**src/rtl/imem_load_pkg.sv**
```systemverilog
// Shared types for the instruction-memory load responder.
// Optional feature macro: LOAD_CHECKSUM_EN (see imem_load_responder.sv).
package imem_load_pkg;

  localparam int ADDR_W_DEF = 12;
  localparam int DATA_W_DEF = 32;

  typedef enum logic [1:0] {
    IDLE  = 2'd0,
    LOAD  = 2'd1,
    DRAIN = 2'd2,
    RUN   = 2'd3
  } load_state_e;

  // One instruction-memory write beat at the default widths.
  typedef struct packed {
    logic [ADDR_W_DEF-1:0] addr;
    logic [DATA_W_DEF-1:0] data;
  } imem_beat_t;

endpackage

```
**src/rtl/load_fifo.sv**
```systemverilog
// Small synchronous FIFO that buffers instruction-memory write beats.
// Pointers carry one extra wrap bit so full and empty can be told apart.
module load_fifo
  import imem_load_pkg::*;
#(
  parameter int  DEPTH  = 4,
  parameter type beat_t = imem_beat_t
) (
  input  logic  clk,
  input  logic  reset,
  input  logic  push,
  input  beat_t push_beat,
  input  logic  pop,
  output beat_t head_beat,
  output logic  full,
  output logic  empty
);

  localparam int          PW      = $clog2(DEPTH);
  localparam logic [PW:0] PTR_ONE = 1;

  logic [PW:0] wr_ptr_q, wr_ptr_d;
  logic [PW:0] rd_ptr_q, rd_ptr_d;
  beat_t       mem_q [DEPTH];

  // Advance each pointer by one on its own handshake.
  always_comb begin
    // NOTE: every variable gets a default first so no path leaves it unassigned (no latch).
    wr_ptr_d = wr_ptr_q;
    rd_ptr_d = rd_ptr_q;
    if (push) wr_ptr_d = wr_ptr_q + PTR_ONE;
    if (pop)  rd_ptr_d = rd_ptr_q + PTR_ONE;
  end

  // Pointer registers; reset empties the FIFO and discards buffered beats.
  always_ff @(posedge clk or negedge reset) begin
    if (!reset) begin
      // NOTE: sequential state uses non-blocking assignments so all flops update together.
      wr_ptr_q <= '0;
      rd_ptr_q <= '0;
    end else begin
      wr_ptr_q <= wr_ptr_d;
      rd_ptr_q <= rd_ptr_d;
    end
  end

  // Beat storage, written at the tail.
  always_ff @(posedge clk) begin
    // NOTE: storage is deliberately not reset; the pointers alone define which entries are valid.
    if (push) mem_q[wr_ptr_q[PW-1:0]] <= push_beat;
  end

  assign head_beat = mem_q[rd_ptr_q[PW-1:0]];
  assign empty     = (wr_ptr_q == rd_ptr_q);
  assign full      = (wr_ptr_q[PW] != rd_ptr_q[PW]) &&
                     (wr_ptr_q[PW-1:0] == rd_ptr_q[PW-1:0]);

endmodule

```
**src/rtl/imem_load_responder.sv**
```systemverilog
// Memory-init and register-file debug responder.
// Buffers instruction-memory write beats, commits them in order, keeps the
// core stalled until loading completes, and returns registered RF reads.
// Optional feature macro: LOAD_CHECKSUM_EN adds output load_csum, the
// modulo-2^DATA_W sum of committed write data in the current load window.
module imem_load_responder
  import imem_load_pkg::*;
#(
  parameter int ADDR_W     = ADDR_W_DEF,
  parameter int DATA_W     = DATA_W_DEF,
  parameter int IMEM_WORDS = 4096,
  parameter int FIFO_DEPTH = 4,
  parameter int RF_ADDR_W  = 5
) (
  input  logic                 clk,
  input  logic                 reset,
  input  logic                 init_mem,
  input  logic                 imem_write,
  input  logic [ADDR_W-1:0]    imem_addr,
  input  logic [DATA_W-1:0]    imem_wdata,
  output logic                 load_ready,
  output logic                 mem_we,
  output logic [ADDR_W-1:0]    mem_addr,
  output logic [DATA_W-1:0]    mem_wdata,
  input  logic                 mem_busy,
  output logic                 cpu_stall,
  output logic                 load_done,
  output logic [ADDR_W:0]      load_count,
  output logic                 err_flag,
  input  logic [RF_ADDR_W-1:0] rf_raddr1,
  input  logic [RF_ADDR_W-1:0] rf_raddr2,
  output logic [RF_ADDR_W-1:0] rf_core_raddr1,
  output logic [RF_ADDR_W-1:0] rf_core_raddr2,
  input  logic [DATA_W-1:0]    rf_core_rdata1,
  input  logic [DATA_W-1:0]    rf_core_rdata2,
  output logic [DATA_W-1:0]    rf_rdata1,
  output logic [DATA_W-1:0]    rf_rdata2
`ifdef LOAD_CHECKSUM_EN
  ,
  output logic [DATA_W-1:0]    load_csum
`endif
);

  typedef struct packed {
    logic [ADDR_W-1:0] addr;
    logic [DATA_W-1:0] data;
  } beat_t;

  // Addresses are compared one bit wider so IMEM_WORDS = 2^ADDR_W still fits.
  localparam logic [ADDR_W:0] IMEM_LIMIT = (ADDR_W+1)'(IMEM_WORDS);
  localparam logic [ADDR_W:0] COUNT_ONE  = 1;
  localparam logic [ADDR_W:0] COUNT_MAX  = COUNT_ONE << ADDR_W;

  load_state_e       state_q, state_d;
  logic [ADDR_W:0]   count_q, count_d;
  logic              err_q, err_d;
  logic              done_q, done_d;
  logic [DATA_W-1:0] rd1_q, rd2_q;

  beat_t push_beat, head_beat;
  logic  fifo_full, fifo_empty;
  logic  in_range, push, pop, window_open;

  assign push_beat = '{addr: imem_addr, data: imem_wdata};
  assign in_range  = ({1'b0, imem_addr} < IMEM_LIMIT);
  assign push      = imem_write & load_ready & in_range;
  assign pop       = mem_we & ~mem_busy;

  load_fifo #(
    .DEPTH  (FIFO_DEPTH),
    .beat_t (beat_t)
  ) u_fifo (
    .clk       (clk),
    .reset     (reset),
    .push      (push),
    .push_beat (push_beat),
    .pop       (pop),
    .head_beat (head_beat),
    .full      (fifo_full),
    .empty     (fifo_empty)
  );

  // FSM state register.
  always_ff @(posedge clk or negedge reset) begin
    if (!reset) state_q <= IDLE;
    else        state_q <= state_d;
  end

  // FSM next state: a load window stays open while init_mem is high, then drains.
  always_comb begin
    state_d = state_q;
    unique case (state_q)
      IDLE:    state_d = init_mem ? LOAD : RUN;
      LOAD:    if (!init_mem) state_d = fifo_empty ? RUN : DRAIN;
      DRAIN:   if (fifo_empty) state_d = RUN;
               else if (init_mem) state_d = LOAD;
      RUN:     if (init_mem) state_d = LOAD;
      default: state_d = IDLE;
    endcase
  end

  // FSM outputs: the core runs only in RUN; beats are taken and committed in the load states.
  always_comb begin
    cpu_stall  = (state_q != RUN);
    load_ready = (state_q == LOAD) & ~fifo_full;
    mem_we     = ~fifo_empty & ((state_q == LOAD) | (state_q == DRAIN));
  end

  // A fresh window starts when LOAD is entered from IDLE or RUN (not when DRAIN is reopened).
  assign window_open = (state_d == LOAD) && ((state_q == IDLE) || (state_q == RUN));

  // Commit counter, sticky error and load-done pulse.
  always_comb begin
    count_d = count_q;
    if (window_open)                    count_d = '0;
    else if (pop && count_q != COUNT_MAX) count_d = count_q + COUNT_ONE;

    err_d  = err_q
           | (imem_write & (state_q != LOAD))
           | (imem_write & load_ready & ~in_range);
    done_d = (state_d == RUN) && (state_q != RUN);
  end

  // Status and debug-read registers.
  always_ff @(posedge clk or negedge reset) begin
    if (!reset) begin
      count_q <= '0;
      err_q   <= 1'b0;
      done_q  <= 1'b0;
      rd1_q   <= '0;
      rd2_q   <= '0;
    end else begin
      count_q <= count_d;
      err_q   <= err_d;
      done_q  <= done_d;
      rd1_q   <= rf_core_rdata1;
      rd2_q   <= rf_core_rdata2;
    end
  end

`ifdef LOAD_CHECKSUM_EN
  logic [DATA_W-1:0] csum_q, csum_d;

  // Running sum of committed data, restarted with each fresh window.
  always_comb begin
    csum_d = csum_q;
    if (window_open) csum_d = '0;
    else if (pop)    csum_d = csum_q + head_beat.data;
  end

  // Checksum register.
  always_ff @(posedge clk or negedge reset) begin
    if (!reset) csum_q <= '0;
    else        csum_q <= csum_d;
  end

  assign load_csum = csum_q;
`endif

  assign mem_addr       = head_beat.addr;
  assign mem_wdata      = head_beat.data;
  assign load_done      = done_q;
  assign load_count     = count_q;
  assign err_flag       = err_q;
  assign rf_core_raddr1 = rf_raddr1;
  assign rf_core_raddr2 = rf_raddr2;
  assign rf_rdata1      = rd1_q;
  assign rf_rdata2      = rd2_q;

endmodule

```
**config.mk**
```make
export PLATFORM = sky130hd
export DESIGN_NAME = imem_load_responder
export DESIGN_NICKNAME = d
export VERILOG_FILES = /design/src/rtl/imem_load_pkg.sv /design/src/rtl/load_fifo.sv /design/src/rtl/imem_load_responder.sv
export SDC_FILE = /design/constraint.sdc
export NUM_CORES = 1
export LEC_CHECK = 0
export ABC_AREA = 1
export CAP_MARGIN = 25
export CORE_MARGIN = 4
export CORE_UTILIZATION = 48
export CTS_BUF_LIST = sky130_fd_sc_hd__clkbuf_4 sky130_fd_sc_hd__clkbuf_8 sky130_fd_sc_hd__clkbuf_16
export DETAILED_ROUTE_END_ITERATION = 8
export PLACE_DENSITY_LB_ADDON = 0.05
export SLEW_MARGIN = 40
export SYNTH_ARGS = -nofsm -noshare
export SYNTH_HDL_FRONTEND = slang
export SYNTH_SLANG_ARGS = --single-unit
```
**constraint.sdc**
```tcl
create_clock -name clk -period 4.7 [get_ports clk]
set_input_delay 1.41 -clock clk [delete_from_list [all_inputs] [get_ports clk]]
set_output_delay 1.41 -clock clk [all_outputs]
set_load 0.005 [all_outputs]
```
### Word-level counts from Yosys, hierarchy flattened

Memory sizes are Yosys's and may differ from the RTL's.
Index checks and enable logic that the tools add are counted.

| cells by class | value |
|---|---|
| add/subtract/negate cells | 3 |
| $mul | 0 |
| divide/modulo/power cells | 0 |
| order comparisons | 0 |
| equality and inequality tests | 11 |
| shifts and indexed selects | 0 |
| muxes and demuxes | 10 |
| bitwise operators | 10 |
| reduce and logical (&&, ||, !) cells | 7 |

Operator list:

| kind | count |
|---|---|
| 13-bit 2-to-1 mux | 2 |
| 13-bit by 1-bit adder with 13-bit output (second input constant) | 1 |
| 13-bit != test (second input constant) | 1 |
| 2-bit 2-to-1 mux | 4 |
| 2-bit case mux with 4 select lines | 1 |
| 3-bit by 1-bit adder with 3-bit output (second input constant) | 2 |
| 2-bit equality test (second input constant) | 3 |
| 1-bit bitwise AND | 5 |
| 2-bit by 1-bit equality test with 1-bit output (second input constant) | 2 |
| 1-bit logical AND | 4 |
| 3-bit equality test | 1 |
| 1-bit 2-to-1 mux | 3 |
| 1-bit NOT | 3 |
| 2-bit equality test | 1 |
| 2-bit logical NOT | 1 |
| 2-bit by 1-bit != test with 1-bit output (second input constant) | 1 |
| 2-bit != test (second input constant) | 1 |
| 1-bit bitwise OR | 2 |
| 2-bit nonzero test | 1 |
| 1-bit logical OR | 1 |
| 1-bit != test | 1 |

| storage, ports and cells | value |
|---|---|
| bits in registers | 87 |
| bits in latches | 0 |
| bits in writable memories | 176 |
| memory bits (read-only) | 0 |
| input port bits | 123 |
| word-level logic and storage cells | 50 |
| memories | 1 |

Memory list:

| memory | depth | width | read ports | clocked after memory_dff | wr ports | RTL line | RTL |
|---|---|---|---|---|---|---|---|
| u_fifo.mem_q | 4 | 44 | 1 | 0 | 1 | load_fifo.sv:24 | `beat_t mem_q [DEPTH];` |

### Logic depth before layout (Yosys ltp)

| depth | value |
|---|---|
| depth after elaboration | 7 |
| mapped depth | 12 |
| depth with buffers taken out | 10 |

### Modules after synthesis

Synthesis repeated with hierarchy kept, for this count alone.

| unflattened totals | value |
|---|---|
| cell total of the unflattened synthesis | 813 |
| area, all modules | 10463.8 sq um |

By module, submodules not included:

| module | instances | cells an instance | area an instance (sq um) | seq. area each (sq um) |
|---|---|---|---|---|
| load_fifo | 1 | 555 | 7543.5 | 5435.2 |
| imem_load_responder | 1 | 258 | 2920.3 | 2026.9 |

### Worst setup path before layout

No wires, ideal clock.

| path | value |
|---|---|
| path type | input port to flip-flop |
| from | input port imem_write |
| to | memory u_fifo.mem_q[3][0] in the netlist's numbering (enable) |
| setup time | 0.448 ns |
| arrival time | 3.471 ns |
| required time | 4.252 ns |
| slack | 0.781 ns |
| stages | 2 |
| cells stage by stage | nand3_2 > nor2_1 |

| on the way | value |
|---|---|
| cells in the longest elaborated chain, start to end | 3 |

Ends and longest elaborated chain:

| element | RTL line | RTL |
|---|---|---|
| from (decl) | imem_load_responder.sv:18 | `input logic imem_write,` |
| 1-bit bitwise AND | n/a |  |
| 1-bit 2-to-1 mux | load_fifo.sv:50 | `if (push) mem_q[wr_ptr_q[PW-1:0]] <= push_beat;` |
| 1-bit 2-to-1 mux (implied by the code) | load_fifo.sv:50 |  |
| to (decl) | load_fifo.sv:24 |  |

Every way passes these cells.

### Final worst setup path

| path | value |
|---|---|
| from | register u_fifo.rd_ptr_q[0] |
| to | output port mem_addr[1] |

| on the way | value |
|---|---|
| cells in the longest elaborated chain, start to end | 1 |

Ends and longest elaborated chain:

| element | RTL line | RTL |
|---|---|---|
| from (decl) | load_fifo.sv:23 | `logic [PW:0] rd_ptr_q, rd_ptr_d;` |
| from (signal assigned) | load_fifo.sv:43 | `rd_ptr_q <= rd_ptr_d;` |
| memory read 4 x 44 bit | n/a |  |
| to (decl) | imem_load_responder.sv:23 | `output logic [ADDR_W-1:0] mem_addr,` |

Every way passes these cells.

==> results.json <==
{
  "clock_latency_ns": 0.54,
  "hold_ws_ns": 0.4551,
  "wl_per_cell_um": 18.70,
  "row_count": 51,
  "cp.arrival_ns": 2.75,
  "start_kind": "flop",
  "r2r-end": "u_fifo.mem_q[0][40]$_DFFE_PP_",
  "min_path_cells": 1,
  "synth-seq-cells": 263,
  "final_nets": 1078,
  "hold_buffers": 0,
  "die_w_um": 150.1,
  "grt_overflow": 0,
  "most-common-layout-cells": "clkdlybuf4s50_1, edfxtp_1, nor2_1",
  "fmax_mhz": 240.5,
  "postCtsSetupBuffers": 0,
  "required_ns": 3.29,
  "crit_fanout": 90,
  "synth-async-reset-ratio_pct": 33.08,
  "yosysTopAreaCell": "edfxtp_1",
  "port_buffers": 238,
  "antenna_found_initial": 1,
  "finalSetupTns_ns": 0,
  "grt_pass1_wl_mm": 35.65,
  "drive_gt1_share_pct": 8.394,
  "dr.pass1.iters": 5,
  "synth_cell_types": 26,
  "slew_headroom_pct": 51.62,
  "total_power_w": 0.007308,
  "hp-class": "flop to flop",
  "clkSinkCount": 263,
  "peakVddDrop_v": 0.0003199,
  "status": "completed",
  "vias": 6358,
  "r2r_slack_ns": 1.49,
  "initial_core_util_pct": 49.34,
  "setup-violations-final": 0,
  "cts_tree": "yes",
  "yosysWarnings": 0,
  "holdPathEnd": "err_flag$_DFF_PN0_",
  "die_h_um": 150.1,
  "io_pins": 259,
  "hpwl_mm": 15.12,
  "gp_congestion": 0.8191,
  "r2r_start": "u_fifo.rd_ptr_q[0]$_DFFE_PN0P_",
  "htreeDepth": 1,
  "fin_skew_ns": 0.02120,
  "final_common_cell": "clkdlybuf4s50_1",
  "cap_violations": 0,
  "drtIter0Drc": 355,
  "rsz0062_at_grt": "false",
  "clk_pin_slew_ns": 0.06,
  "postSynthCellCount": 711,
  "utilization_pct": 67.00,
  "period_minus_slack_ns": 4.158,
  "power.density_nw_per_um2": 555.0,
  "die_area_um2": 22540,
  "drc_errors": 0,
  "cts-buffers-inserted": 27,
  "ys_seq_area_share_pct": 76.94,
  "core_area_um2": 19650,
  "min_from": "err_flag$_DFF_PN0_",
  "crit_path_end_kind": "primary output",
  "clockBufferDepth": 3,
  "final.period_utilization_pct": 88.46,
  "syn_area_per_cell_um2": 13.64,
  "grt_max_degree": 91,
  "hold_viol_final": 0,
  "synth_area_um2": 9698,
  "synth_edf_count": 176,
  "drv_slew": 0,
  "critPathKind": "flop to primary output",
  "grt.total_usage_pct": 20.19,
  "synth_top_area_share_pct": 54.50,
  "fillers": 1467,
  "areaGrowthSynthToFinish_pct": 35.78,
  "syn-num-nets": 845,
  "wl_mm": 23.00,
  "worstMarginPinSlew_ns": 0.7257,
  "synthFlopType": "edfxtp_1",
  "worst-r2r-cell-count": 7,
  "grt_pass1_vias": 6542,
  "final_antenna_net_count": 0,
  "ctsResizeCount": 0,
  "yosys-top-cells-area": "edfxtp_1, dfrtp_1, o21ai_0, nor2_1, o22ai_1",
  "n_antenna_cell": 0,
  "routed_via_density": 5.169,
  "power_leakage_nw": 4.856,
  "root_buffer": "clkbuf_16"
}
==> registers in the layout, indices dropped and copies added, names as in the netlist <==
signal and cells:
err_flag 1, load_count 13, load_done 1, rf_rdata1 32, rf_rdata2 32, state_q 2, u_fifo.mem_q 176, u_fifo.rd_ptr_q 3
u_fifo.wr_ptr_q 3
==> through the flow <==
stage / cell area, µm² / std cells / worst slack [ns]
6_report: 13170 / 1230 / 0.5424
2_1_floorplan: 9698 / 711 / 0.7808
5_1_grt: 13170 / 1230 / 0.3487
3_5_place_dp: 12280 / 1180 / 1.000
4_1_cts: 13160 / 1230 / 0.4428
3_3_place_gp: 12280 / 1180 / 1.028
==> worst max-delay path: stages, from the launching register on <==
cell and delay, ns:
dfrtp_2 0.64, inv_6 0.55, o21ai_0 0.16, o22ai_1 0.25, clkdlybuf4s50_1 0.56
==> worst max path at each step <==
stage,end,from,slack (ns)
finish,mem_addr[1],u_fifo.rd_ptr_q[0]$_DFFE_PN0P_,0.54
global route,mem_wdata[2],u_fifo.rd_ptr_q[0]$_DFFE_PN0P_,0.35
CTS,mem_we,u_fifo.rd_ptr_q[1]$_DFFE_PN0P_,0.44
detailed placement,mem_we,u_fifo.rd_ptr_q[1]$_DFFE_PN0P_,1.00
global placement,load_ready,u_fifo.rd_ptr_q[1]$_DFFE_PN0P_,1.03
floorplan,u_fifo.mem_q[3][0]$_DFFE_PP_,imem_write,0.78
==> cell families (layout without fill, tap and decap cells) <==
logic type                 after synthesis  in the layout  share of synthesized area (%)
DFF                                    263            263                          76.94
xor gates and xnor gates                 4              4                         0.3612
adders and majority gates               11             11                          1.419
AOI/OAI and AO/OA                      140            140                          7.870
buffers and inverters                   78            332                          3.858
and+or+nand+nor                        215            215                          9.547
==> layout make-up <==
| class | count | area, µm² | area share (%) |
|---|---|---|---|
| clock buffers | 34 | 740.7 | 5.625 |
| clock inverters | 16 | 138.9 | 1.055 |
| inverters | 37 | 148.9 | 1.131 |
| multi-input cells | 370 | 1892 | 14.37 |
| flip-flops and latches | 263 | 7467 | 56.71 |
| well taps | 265 | 331.6 | 2.518 |
| repair buffers | 245 | 2449 | 18.60 |
==> metal layers <==
metal / vias up / global-route usage [%] / wire length (µm) / part of all wire, %
met3: 45 / 4.846 / 1348 / 5.9
li1: 2960 / - / - / -
met1: 3166 / 26.34 / 9152 / 40
met4: 2 / 6.084 / 658 / 2.9
met2: 185 / 33.90 / 11820 / 51
met5: - / 0 / 20 / 0.087
==> Yosys cell counts (2+ instances only) <==
cell type    n
ha_1        11
nor2_4       2
nand2_2      5
inv_1       35
o22ai_1     44
a21oi_1      3
nor3_1       3
edfxtp_1   176
nor2_2      10
buf_6        4
buf_4       11
nand3_4      2
xor2_1       4
nand2_1     55
nand3_1     13
nor2_1     119
o21ai_0     90
nand4_1      4
dfrtp_1     87
clkbuf_1    26
inv_6        2
==> report_power, final <==
| part | internal [W] | total (W) | switching [W] | leakage, nW |
|---|---|---|---|---|
| clock | 0.00123 | 0.00207 | 0.000845 | 0.447 |
| combinational | 0.00105 | 0.00228 | 0.00122 | 1.78 |
| sequential | 0.00276 | 0.00296 | 0.000198 | 2.63 |
| total | 0.00504 | 0.00731 | 0.00226 | 4.86 |
Power figures use the tool's default switching activity.
